$ cat src/rtl/sum_sat_buf.sv
// Four-entry first-word-fall-through buffer for adder sums, with optional
// saturation of overflowed samples, drop pulse and overflow sample counter.
module sum_sat_buf #(
    parameter int unsigned SAT_EN = 1
) (
    input  logic        clk,
    input  logic        reset,
    input  logic [15:0] sumin,
    input  logic        ovfin,
    input  logic        in_vld,
    output logic [15:0] dout,
    output logic        dout_ovf,
    output logic        dout_vld,
    input  logic        dout_rdy,
    output logic [2:0]  count,
    output logic        full,
    output logic        empty,
    output logic        drop,
    output logic [7:0]  ovf_cnt
);

    logic [15:0] mem_q [4];
    logic        mem_ovf_q [4];
    logic [1:0]  wr_ptr_q, wr_ptr_d;
    logic [1:0]  rd_ptr_q, rd_ptr_d;
    logic [2:0]  count_q, count_d;
    logic        drop_q, drop_d;
    logic [7:0]  ovf_cnt_q, ovf_cnt_d;

    logic        push, pop;
    logic [15:0] wdata;

    assign full     = (count_q == 3'd4);
    assign empty    = (count_q == 3'd0);
    assign dout_vld = ~empty;
    assign dout     = mem_q[rd_ptr_q];
    assign dout_ovf = mem_ovf_q[rd_ptr_q];
    assign count    = count_q;
    assign drop     = drop_q;
    assign ovf_cnt  = ovf_cnt_q;

    assign pop  = dout_vld & dout_rdy;
    assign push = in_vld & (~full | pop);

    // sumin[15] is the wrapped sign, so a set bit means the true sum was positive.
    always_comb begin
        wdata = sumin;
        if (ovfin && (SAT_EN != 0)) begin
            wdata = sumin[15] ? 16'h7FFF : 16'h8000;
        end
    end

    always_comb begin
        wr_ptr_d  = wr_ptr_q;
        rd_ptr_d  = rd_ptr_q;
        count_d   = count_q;
        ovf_cnt_d = ovf_cnt_q;
        drop_d    = in_vld & full & ~pop;
        if (push) wr_ptr_d = wr_ptr_q + 2'd1;
        if (pop)  rd_ptr_d = rd_ptr_q + 2'd1;
        case ({push, pop})
            2'b10:   count_d = count_q + 3'd1;
            2'b01:   count_d = count_q - 3'd1;
            default: count_d = count_q;
        endcase
        if (push && ovfin && (ovf_cnt_q != 8'hFF)) begin
            ovf_cnt_d = ovf_cnt_q + 8'd1;
        end
    end

    always_ff @(posedge clk or negedge reset) begin
        if (!reset) begin
            wr_ptr_q  <= '0;
            rd_ptr_q  <= '0;
            count_q   <= '0;
            drop_q    <= 1'b0;
            ovf_cnt_q <= '0;
            for (int unsigned i = 0; i < 4; i++) begin
                mem_q[i]     <= '0;
                mem_ovf_q[i] <= 1'b0;
            end
        end else begin
            wr_ptr_q  <= wr_ptr_d;
            rd_ptr_q  <= rd_ptr_d;
            count_q   <= count_d;
            drop_q    <= drop_d;
            ovf_cnt_q <= ovf_cnt_d;
            if (push) begin
                mem_q[wr_ptr_q]     <= wdata;
                mem_ovf_q[wr_ptr_q] <= ovfin;
            end
        end
    end

endmodule

$ cat config.mk
export PLATFORM = sky130hd
export DESIGN_NAME = sum_sat_buf
export DESIGN_NICKNAME = d
export VERILOG_FILES = /design/src/rtl/sum_sat_buf.sv
export SDC_FILE = /design/constraint.sdc
export NUM_CORES = 1
export LEC_CHECK = 0
export ABC_AREA = 1
export BUFFER_PORTS_ARGS = -buffer_cell sky130_fd_sc_hd__buf_2
export CORE_AREA = 2 2 100 102
export CTS_CLUSTER_DIAMETER = 60
export DETAILED_ROUTE_END_ITERATION = 7
export DIE_AREA = 0 0 102 104
export GPL_TIMING_DRIVEN = 0
export PLACE_DENSITY = 0.6
export SLEW_MARGIN = 40
export SYNTH_ARGS = -nofsm -noshare
export SYNTH_HDL_FRONTEND = slang
export SYNTH_SLANG_ARGS = --single-unit
$ cat constraint.sdc
create_clock -name clk -period 3.01 [get_ports clk]
set_clock_uncertainty 0.1 [all_clocks]
set_input_delay 0.602 -clock clk [delete_from_list [all_inputs] [get_ports clk]]
set_output_delay 0.602 -clock clk [all_outputs]
set_load 0.03 [all_outputs]
==> out/metrics.cfg, run 1 <==
[logic_synthesis]
yosysTopAreaCell=dfrtp_1
synth_cell_types=30
ys_async_sr_fraction=1.00
synth_most_common_cell=nand2_1
synthCells=525
synth_area_sq_um=4230
synth_seq_cells=84
synth_edf_count=0
syn_nets=552
ys_seq_area_frac=0.497
synth_area_leaders=dfrtp_1 50%, nand2_1 21%, o21ai_0 5.1%
netlist.area_leader.share=0.497
syn_avg_cell_area_sq_um=8.06
synthTopCellsByCount=241 x nand2_1, 84 x dfrtp_1, 43 x o21ai_0, 42 x nor2_1, 20 x nand2_2
yosys_warnings=0
synth_ff_type=dfrtp_1

[critical_path]
crit_path_end_kind=output port
critPathLaunchType=flop
crit_arrival_ns=2.16
cpMostUsedCell=buf_2
required_ns=2.31
crit_type=reg2out
r2r_start=count[2]$_DFFE_PN0P_
slowest_stage=buf_1
worstRegToRegCells=7
crit_chain=buf_2 -> inv_1 -> buf_1 -> o21ai_0 -> o22ai_1 -> buf_2
crit_path_max_fanout=10
r2r_setup_slack_ns=1.25
cpPeakStageDelay_ns=0.45
rr_endpoint=count[1]$_DFFE_PN0P_

[placement]
io_buffers=52
place.gp.congestion=0.803
dp_hpwl_um=7360

[route]
first_iter_violations=220
dr.pass1.iters=5
via_count=3669
remaining_drc_errors=0
routedWlPerCell_um=15.1
viasPerCell=5.05
wl_um=11000
ant_nets=0

[run]
maxCapViolCount=0

[clock_tree]
htree_levels=3
clock_latency_ns=0.36
clock-sinks=84
numCtsBuffers=9
cts_tree=done
cts_setup_buffers=0
path_clk_slew_ns=0.08
root_buffer=clkbuf_8
cts_buffer_depth=2

[floorplanning]
fp.dieW_um=102
initial_core_util=0.443
rows=36
die_y_um=104
io_pins=53
core_sq_um=9550
die_area_sq_um=10600

[grt]
grt.overflow.total=0
grt_pass1_vias=3486
busiest_layer=met2
met1_usage=0.309
grtUsageMet3=0.0464
grtUsageMet2=0.340
antenna_found_initial=0
grt_pass1_wl_um=18000
grt_max_degree=44
track_usage=0.220

[sta]
tns_ns=0
post-route-min-period_ns=2.86
whs_ns=0.0576
hold_viol=0
report.final.slew_viol_count=0
finalCritPeriodShare=0.950
worst_pin_slew_ns=0.679
slew_headroom=0.547
grt_setup_unrepaired=false
max_freq_mhz=350
setup_viol=0

[final_layout]
final_core_util=0.513
drive_gt1_frac=0.196
num_antenna_cells=0
area_delta_synth_final_pct=15.7
layout.nets=616

[pwr]
power_density_nw_per_um2=1160
leakage_nw=2.61
ir_drop_mv=0.490

[min_path]
hold_path_class=in2async

[run_status]
outcome=finished clean

[placed cells by master (no fill, tap or decap), drive strengths merged]
cell type / instances
inv: 23
bufinv: 2
ha: 5
nand3: 11
a21oi: 1
o22ai: 17
clkinv: 3
dfrtp: 84
fa: 1
xor2: 7
nor2: 44
o21ai: 43
clkinvlp: 1
nand4: 1
nand2: 266
clkbuf: 17
buf: 67
[per-stage QoR]
stage          instances  area, sq um  setup WS (ns)  total power (W)
3_3_place_gp         710         4660          0.448          0.00473
4_1_cts              726         4900          0.140          0.00569
2_1_floorplan        525         4230          0.881          0.00396
5_1_grt              726         4900         0.0152          0.00608
3_5_place_dp         711         4690          0.534          0.00481
6_report             726         4900          0.150          0.00566
[state kept, by name, summed over array words and instances (netlist names)]
register,flops
rd_ptr_q,2
mem_ovf_q,4
wr_ptr_q,2
count,3
ovf_cnt,8
mem_q,64
drop,1
[worst max-delay path, delay by kind of cell, from the launching register on]
family / cells / cell delay (ns)
buf+inv: 4 / 1.07
compound gates: 2 / 0.38
flops: 1 / 0.36
[layout make-up]
class	count	area (sq um)
sequential	84	2100
tap	133	166
inverter	24	120
timing repair buffer	53	294
clock buffer	10	128
buffer	21	168
multi-input combinational	396	1840
clock inverter	5	77.6
fill	938	4650
[power breakdown]
part	total [W]	switching, W	internal [W]
sequential	0.00191	0.000295	0.00162
clock	0.000876	0.000415	0.000461
combinational	0.00287	0.00197	0.000908
[kinds of logic after synthesis]
kind of cell / share of synthesized area
xor gates and xnor gates: 0.0145
AOI/OAI and AO/OA: 0.0772
and+or+nand+nor: 0.324
buffers and inverters: 0.0680
DFF: 0.497
adders and majority gates: 0.0195
[per-layer routing]
metal / up-vias / part of all wire
li1: 1770 / -
met1: 1766 / 0.45
met2: 122 / 0.48
met3: 11 / 0.065
met4: 0 / 0.010
met5: - / 0
[worst max path at each step]
stage	start	endpoint	slack, ns	depth (start not counted)
4_1_cts	rd_ptr_q[1]$_DFFE_PN0N_	dout[6]	0.14	6
3_5_place_dp	rd_ptr_q[1]$_DFFE_PN0N_	dout[6]	0.53	6
2_1_floorplan	rd_ptr_q[0]$_DFFE_PN0N_	dout[10]	0.88	5
3_3_place_gp	reset	ovf_cnt[0]$_DFFE_PN0P_	0.45	1
6_report	rd_ptr_q[1]$_DFFE_PN0N_	dout[6]	0.15	6
5_1_grt	rd_ptr_q[1]$_DFFE_PN0N_	dout[5]	0.02	6
[what timing repair did]
| action | CTS | global route |
|---|---|---|
| gates resized for setup | 0 | 1 |
| endpoints found under the setup margin | 0 | 1 |
| hold buffers | 0 | 0 |
Power figures use the tool's default switching activity.
==> run 2: changes to the inputs <==
CORE_AREA = 2 2 87 89   (was 2 2 100 102)
DIE_AREA = 0 0 89 91   (was 0 0 102 104)
PLACE_DENSITY = 0.77   (was 0.6)
==> run 2 against run 1 <==
Net effect:
- sequential share of layout area is 0.22 points higher
- largest power group unchanged
- largest cell class unchanged
- combinational power about the same
- critical path depth stayed put
- setup slack better by 0.040 ns
- critical path type unchanged
- first-iteration DRC count increased by 42%
- sequential power barely moved
==> out/metrics.cfg, run 2 (synthesis results as in run 1) <==
[clock_tree]
root_buffer=clkbuf_8
clock_latency_ns=0.34  ; -0.02 ns
clock-sinks=84  ; unchanged
holdBufCountCts=0  ; unchanged
numCtsBuffers=9  ; unchanged
path_clk_slew_ns=0.09  ; about the same
cts_buffer_depth=2  ; unchanged
cts_tree=done
htree_levels=3  ; unchanged

[final_layout]
top_register=mem_q
final_cell_mix=241 x nand2_1, 84 x dfrtp_1, 56 x buf_2
largest_register_ffs=64  ; unchanged
layout.nets=616  ; unchanged
final_core_util=0.683  ; +0.170
finish.instance_area_sq_um=4870  ; -0.51%
layout_commonest_cell=nand2_1
area_delta_synth_final_pct=15.1
multi_input_comb_area_sq_um=1840  ; unchanged
final-seq-area_sq_um=2100  ; unchanged
fill_cells=626  ; -33%
num_antenna_cells=0  ; unchanged
drive_gt1_frac=0.200  ; +0.00472

[critical_path]
critPathLaunchType=flop
r2r_setup_slack_ns=1.25  ; about the same
crit_type=reg2out
crit_path_end_kind=output port
required_ns=2.31  ; about the same
crit_path_max_fanout=10  ; unchanged
rr_endpoint=count[1]$_DFFE_PN0P_
r2r_start=count[2]$_DFFE_PN0P_
crit_arrival_ns=2.12  ; -0.04 ns
worstRegToRegCells=7  ; unchanged

[route]
via_count=3716  ; +1.3%
remaining_drc_errors=0  ; unchanged
routedWlPerCell_um=15.1  ; -0.18%
first_iter_violations=312  ; +42%
viasPerCell=5.36  ; +6.1%
dr.pass1.iters=5  ; unchanged
ant_nets=0  ; unchanged
wl_um=10500  ; -4.7%

[placement]
place.gp.congestion=0.801  ; -0.20%
io_buffers=52  ; unchanged
dp_hpwl_um=6930  ; -5.8%
placedInstanceArea_sq_um=4650  ; -0.91%

[grt]
grt_max_degree=51  ; +16%
track_usage=0.280  ; +0.0601
grt.overflow.total=0  ; unchanged
antenna_found_initial=0  ; unchanged
grt_pass1_wl_um=17500  ; -3.0%
grt_pass1_vias=3616  ; +3.7%

[run_status]
outcome=finished clean

[sta]
finalCritPeriodShare=0.937  ; -0.0131
tns_ns=0  ; unchanged
slew_headroom=0.579  ; +0.0314
report.final.slew_viol_count=0  ; unchanged
post-route-min-period_ns=2.82  ; -0.0395 ns
hold_viol=0  ; unchanged
grt_setup_unrepaired=false
setup_viol=0  ; unchanged
max_freq_mhz=355  ; +1.4%
worst_pin_slew_ns=0.632  ; -0.0471 ns

[pwr]
power_density_nw_per_um2=1160  ; +0.33%
ir_drop_mv=0.620  ; +27%
leakage_nw=2.62  ; +0.48%

[run]
maxCapViolCount=0  ; unchanged

[floorplanning]
initial_core_util=0.593  ; +0.150
die_area_sq_um=8100  ; -24%
core_sq_um=7140  ; -25%
rows=31  ; -14%
fp.dieW_um=89  ; -13%
die_y_um=91  ; -13%
io_pins=53  ; unchanged

[min_path]
hold_path_class=in2async

[run 2: power breakdown]
group          switching (W)  leakage [nW]  internal [W]
Sequential          0.000299          1.06       0.00162
Clock               0.000396         0.112      0.000473
Combinational        0.00196          1.45      0.000910
Total                0.00265          2.62       0.00300
[run 2: worst max path at each step]
stage	to	cells past startpoint	startpoint
2_1_floorplan	dout[10]	5	rd_ptr_q[0]$_DFFE_PN0N_
3_3_place_gp	ovf_cnt[2]$_DFFE_PN0P_	1	reset
3_5_place_dp	dout[8]	6	rd_ptr_q[1]$_DFFE_PN0N_
4_1_cts	dout[8]	6	rd_ptr_q[1]$_DFFE_PN0N_
5_1_grt	dout[5]	6	rd_ptr_q[0]$_DFFE_PN0N_
6_report	dout[3]	6	rd_ptr_q[0]$_DFFE_PN0N_
[run 2: repair_timing]
action	4_1_cts	5_1_grt
setup endpoints to repair	0	1
resized for setup	0	2
setup buffers	0	0
[run 2: through the flow]
| stage | setup slack (ns) | std cells | power [W] | hold WS (ns) |
|---|---|---|---|---|
| finish | 0.190 | 693 | 0.00565 | 0.0265 |
| global route | 0.0192 | 693 | 0.00607 | 0.0483 |
| floorplan | 0.881 | 525 | 0.00396 | 0.206 |
| detailed placement | 0.550 | 677 | 0.00478 | 0.360 |
| global placement | 0.530 | 676 | 0.00468 | 0.357 |
| CTS | 0.166 | 693 | 0.00565 | 0.0376 |
[run 2: routing by layer]
| layer | track usage | vias to the layer above | wire length, um |
|---|---|---|---|
| met5 | 0 | - | 0 |
| met4 | 0.0896 | 0 | 103 |
| met3 | 0.0445 | 11 | 657 |
| met2 | 0.448 | 132 | 5310 |
| met1 | 0.392 | 1798 | 4410 |
| li1 | - | 1775 | - |
[run 2: layout make-up]
type | count | area share
Buffer | 21 | 0.0347
Timing Repair Buffer | 53 | 0.0604
Tap cell | 99 | 0.0254
Clock buffer | 13 | 0.0367
Multi-Input combinational cell | 396 | 0.378
Inverter | 24 | 0.0247
Clock inverter | 3 | 0.00873
Sequential cell | 84 | 0.432
[run 2: worst max-delay path, stage by stage (launching register included)]
cell      delay (ns)
dfrtp_1         0.36
buf_2           0.17
inv_1           0.24
clkbuf_1        0.44
o21ai_0         0.14
o22ai_1         0.19
buf_2           0.24
==> run 3: changes to the inputs <==
clock period = 3.4 ns   (was 3.01 ns; I/O delays follow)
==> run 3 against run 2 <==
Net effect:
- setup slack improved by 0.24 ns
- sequential cell count did not move
- non-clock buffer count did not move
- clock power fell by 11%
- global-route usage did not move
- design area barely moved
- critical endpoint is now dout[5]
- largest cell class unchanged
- largest power group unchanged
==> out/metrics.cfg, run 3 (synthesis results as in run 1) <==
[floorplanning]
initial_core_util=0.593  ; unchanged
io_pins=53  ; unchanged
rows=31  ; unchanged
die_area_sq_um=8100  ; unchanged
core_sq_um=7140  ; unchanged
die_y_um=91  ; unchanged
fp.dieW_um=89  ; unchanged

[route]
routedWlPerCell_um=15.1  ; -0.13%
first_iter_violations=333  ; +6.7%
viasPerCell=5.34  ; -0.48%
via_count=3698  ; -0.48%
ant_nets=0  ; unchanged
wl_um=10500  ; -0.13%
dr.pass1.iters=6  ; +1
remaining_drc_errors=0  ; unchanged

[critical_path]
crit_arrival_ns=2.19  ; +0.07 ns
crit_path_end_kind=output port
crit_type=reg2out
critPathLaunchType=flop
slowest_stage=clkbuf_1
cpPeakStageDelay_ns=0.45  ; about the same
crit_path_max_fanout=10  ; unchanged
crit_family=buffers and inverters
cp_num_buf_inv=4  ; unchanged
required_ns=2.62  ; +0.31 ns
cpMostUsedCell=buf_2
crit_chain=buf_2 -> inv_1 -> clkbuf_1 -> o21ai_0 -> o22ai_1 -> buf_2

[clock_tree]
cts_tree=done
path_clk_slew_ns=0.09  ; about the same
cts_resized=0  ; unchanged
root_buffer=clkbuf_8
clock_latency_ns=0.35  ; about the same
numCtsBuffers=9  ; unchanged
htree_levels=3  ; unchanged
clock-sinks=84  ; unchanged
holdBufCountCts=0  ; unchanged
cts_setup_buffers=0  ; unchanged
cts_buffer_depth=2  ; unchanged

[pwr]
ir_drop_mv=0.549  ; -12%
fin_total_pwr_w=0.00500  ; -11%
leakage_nw=2.62  ; -0.11%
power_density_nw_per_um2=1030  ; -11%

[final_layout]
layout.cells.non_filler=693  ; unchanged
num_antenna_cells=0  ; unchanged
largest_register_ffs=64  ; unchanged
layout.nets=616  ; unchanged
multi_input_comb_area_sq_um=1840  ; unchanged
final_core_util=0.682  ; about the same
fill_cells=624  ; -0.32%
top_register=mem_q
final_cell_mix=241 x nand2_1, 84 x dfrtp_1, 56 x buf_2
layout_commonest_cell=nand2_1
drive_gt1_frac=0.199  ; -0.00168
area_delta_synth_final_pct=15.1  ; about the same
final-seq-area_sq_um=2100  ; unchanged

[sta]
report.final.slew_viol_count=0  ; unchanged
setup_viol=0  ; unchanged
slew_headroom=0.591  ; +0.0122
finalCritPeriodShare=0.874
max_freq_mhz=337
post-route-min-period_ns=2.97
worst_pin_slew_ns=0.614  ; -0.0183 ns
grt_setup_unrepaired=false
hold_viol=0  ; unchanged
tns_ns=0  ; unchanged

[grt]
grt_pass1_wl_um=17500  ; unchanged
grt_pass1_vias=3616  ; unchanged
grt_max_degree=51  ; unchanged
grt.overflow.total=0  ; unchanged
antenna_found_initial=0  ; unchanged
track_usage=0.280  ; unchanged

[placement]
place_inst=677  ; unchanged
place.gp.congestion=0.801  ; unchanged
io_buffers=52  ; unchanged
dp_hpwl_um=6930  ; unchanged

[run_status]
outcome=finished clean

[min_path]
hold_path_class=in2async

[run]
maxCapViolCount=0  ; unchanged

## run 3: cell count changes in the layout (fill, tap and decap cells not counted)
cell,before,now
clkbuf_1,5,6
clkbuf_2,1,0
## run 3: layout make-up
class	instances	area share
buffer	21	0.0344
clock buffer	13	0.0367
clock inverter	3	0.00874
inverter	24	0.0247
multi-input combinational	396	0.378
sequential	84	0.432
tap	99	0.0254
timing repair buffer	53	0.0604
## run 3: per-layer routing
metal  vias up  track usage  share of wire
li1       1771            -              -
met1      1791        0.392           0.43
met2       123        0.448           0.50
met3        13       0.0445          0.060
met4         0       0.0896          0.013
met5         -            0              0
## run 3: worst paths after layout
check	start	end	slack, ns	depth (start not counted)
worst max-delay path	rd_ptr_q[1]$_DFFE_PN0N_	dout[5]	0.43	6
worst min-delay path	reset	mem_q[14]$_DFFE_PN0P_	0.11	1
worst max register to register	count[2]$_DFFE_PN0P_	count[1]$_DFFE_PN0P_	1.63	7
worst min register to register	mem_q[38]$_DFFE_PN0P_	mem_q[38]$_DFFE_PN0P_	0.38	2
max in group asynchronous	reset	ovf_cnt[6]$_DFFE_PN0P_	2.53	2
min in group clk	mem_q[38]$_DFFE_PN0P_	mem_q[38]$_DFFE_PN0P_	0.38	2
## run 3: per-stage QoR
stage | hold slack, ns | cell area [sq um] | setup slack, ns
2_1_floorplan | 0.284 | 4230 | 1.19
3_5_place_dp | 0.360 | 4650 | 0.862
4_1_cts | 0.116 | 4870 | 0.478
5_1_grt | 0.126 | 4870 | 0.300
3_3_place_gp | 0.357 | 4610 | 0.842
6_report | 0.107 | 4870 | 0.429
## run 3: report_power, final
part           internal (W)  switching (W)
combinational      0.000804        0.00173
sequential          0.00143       0.000264
clock              0.000419       0.000353
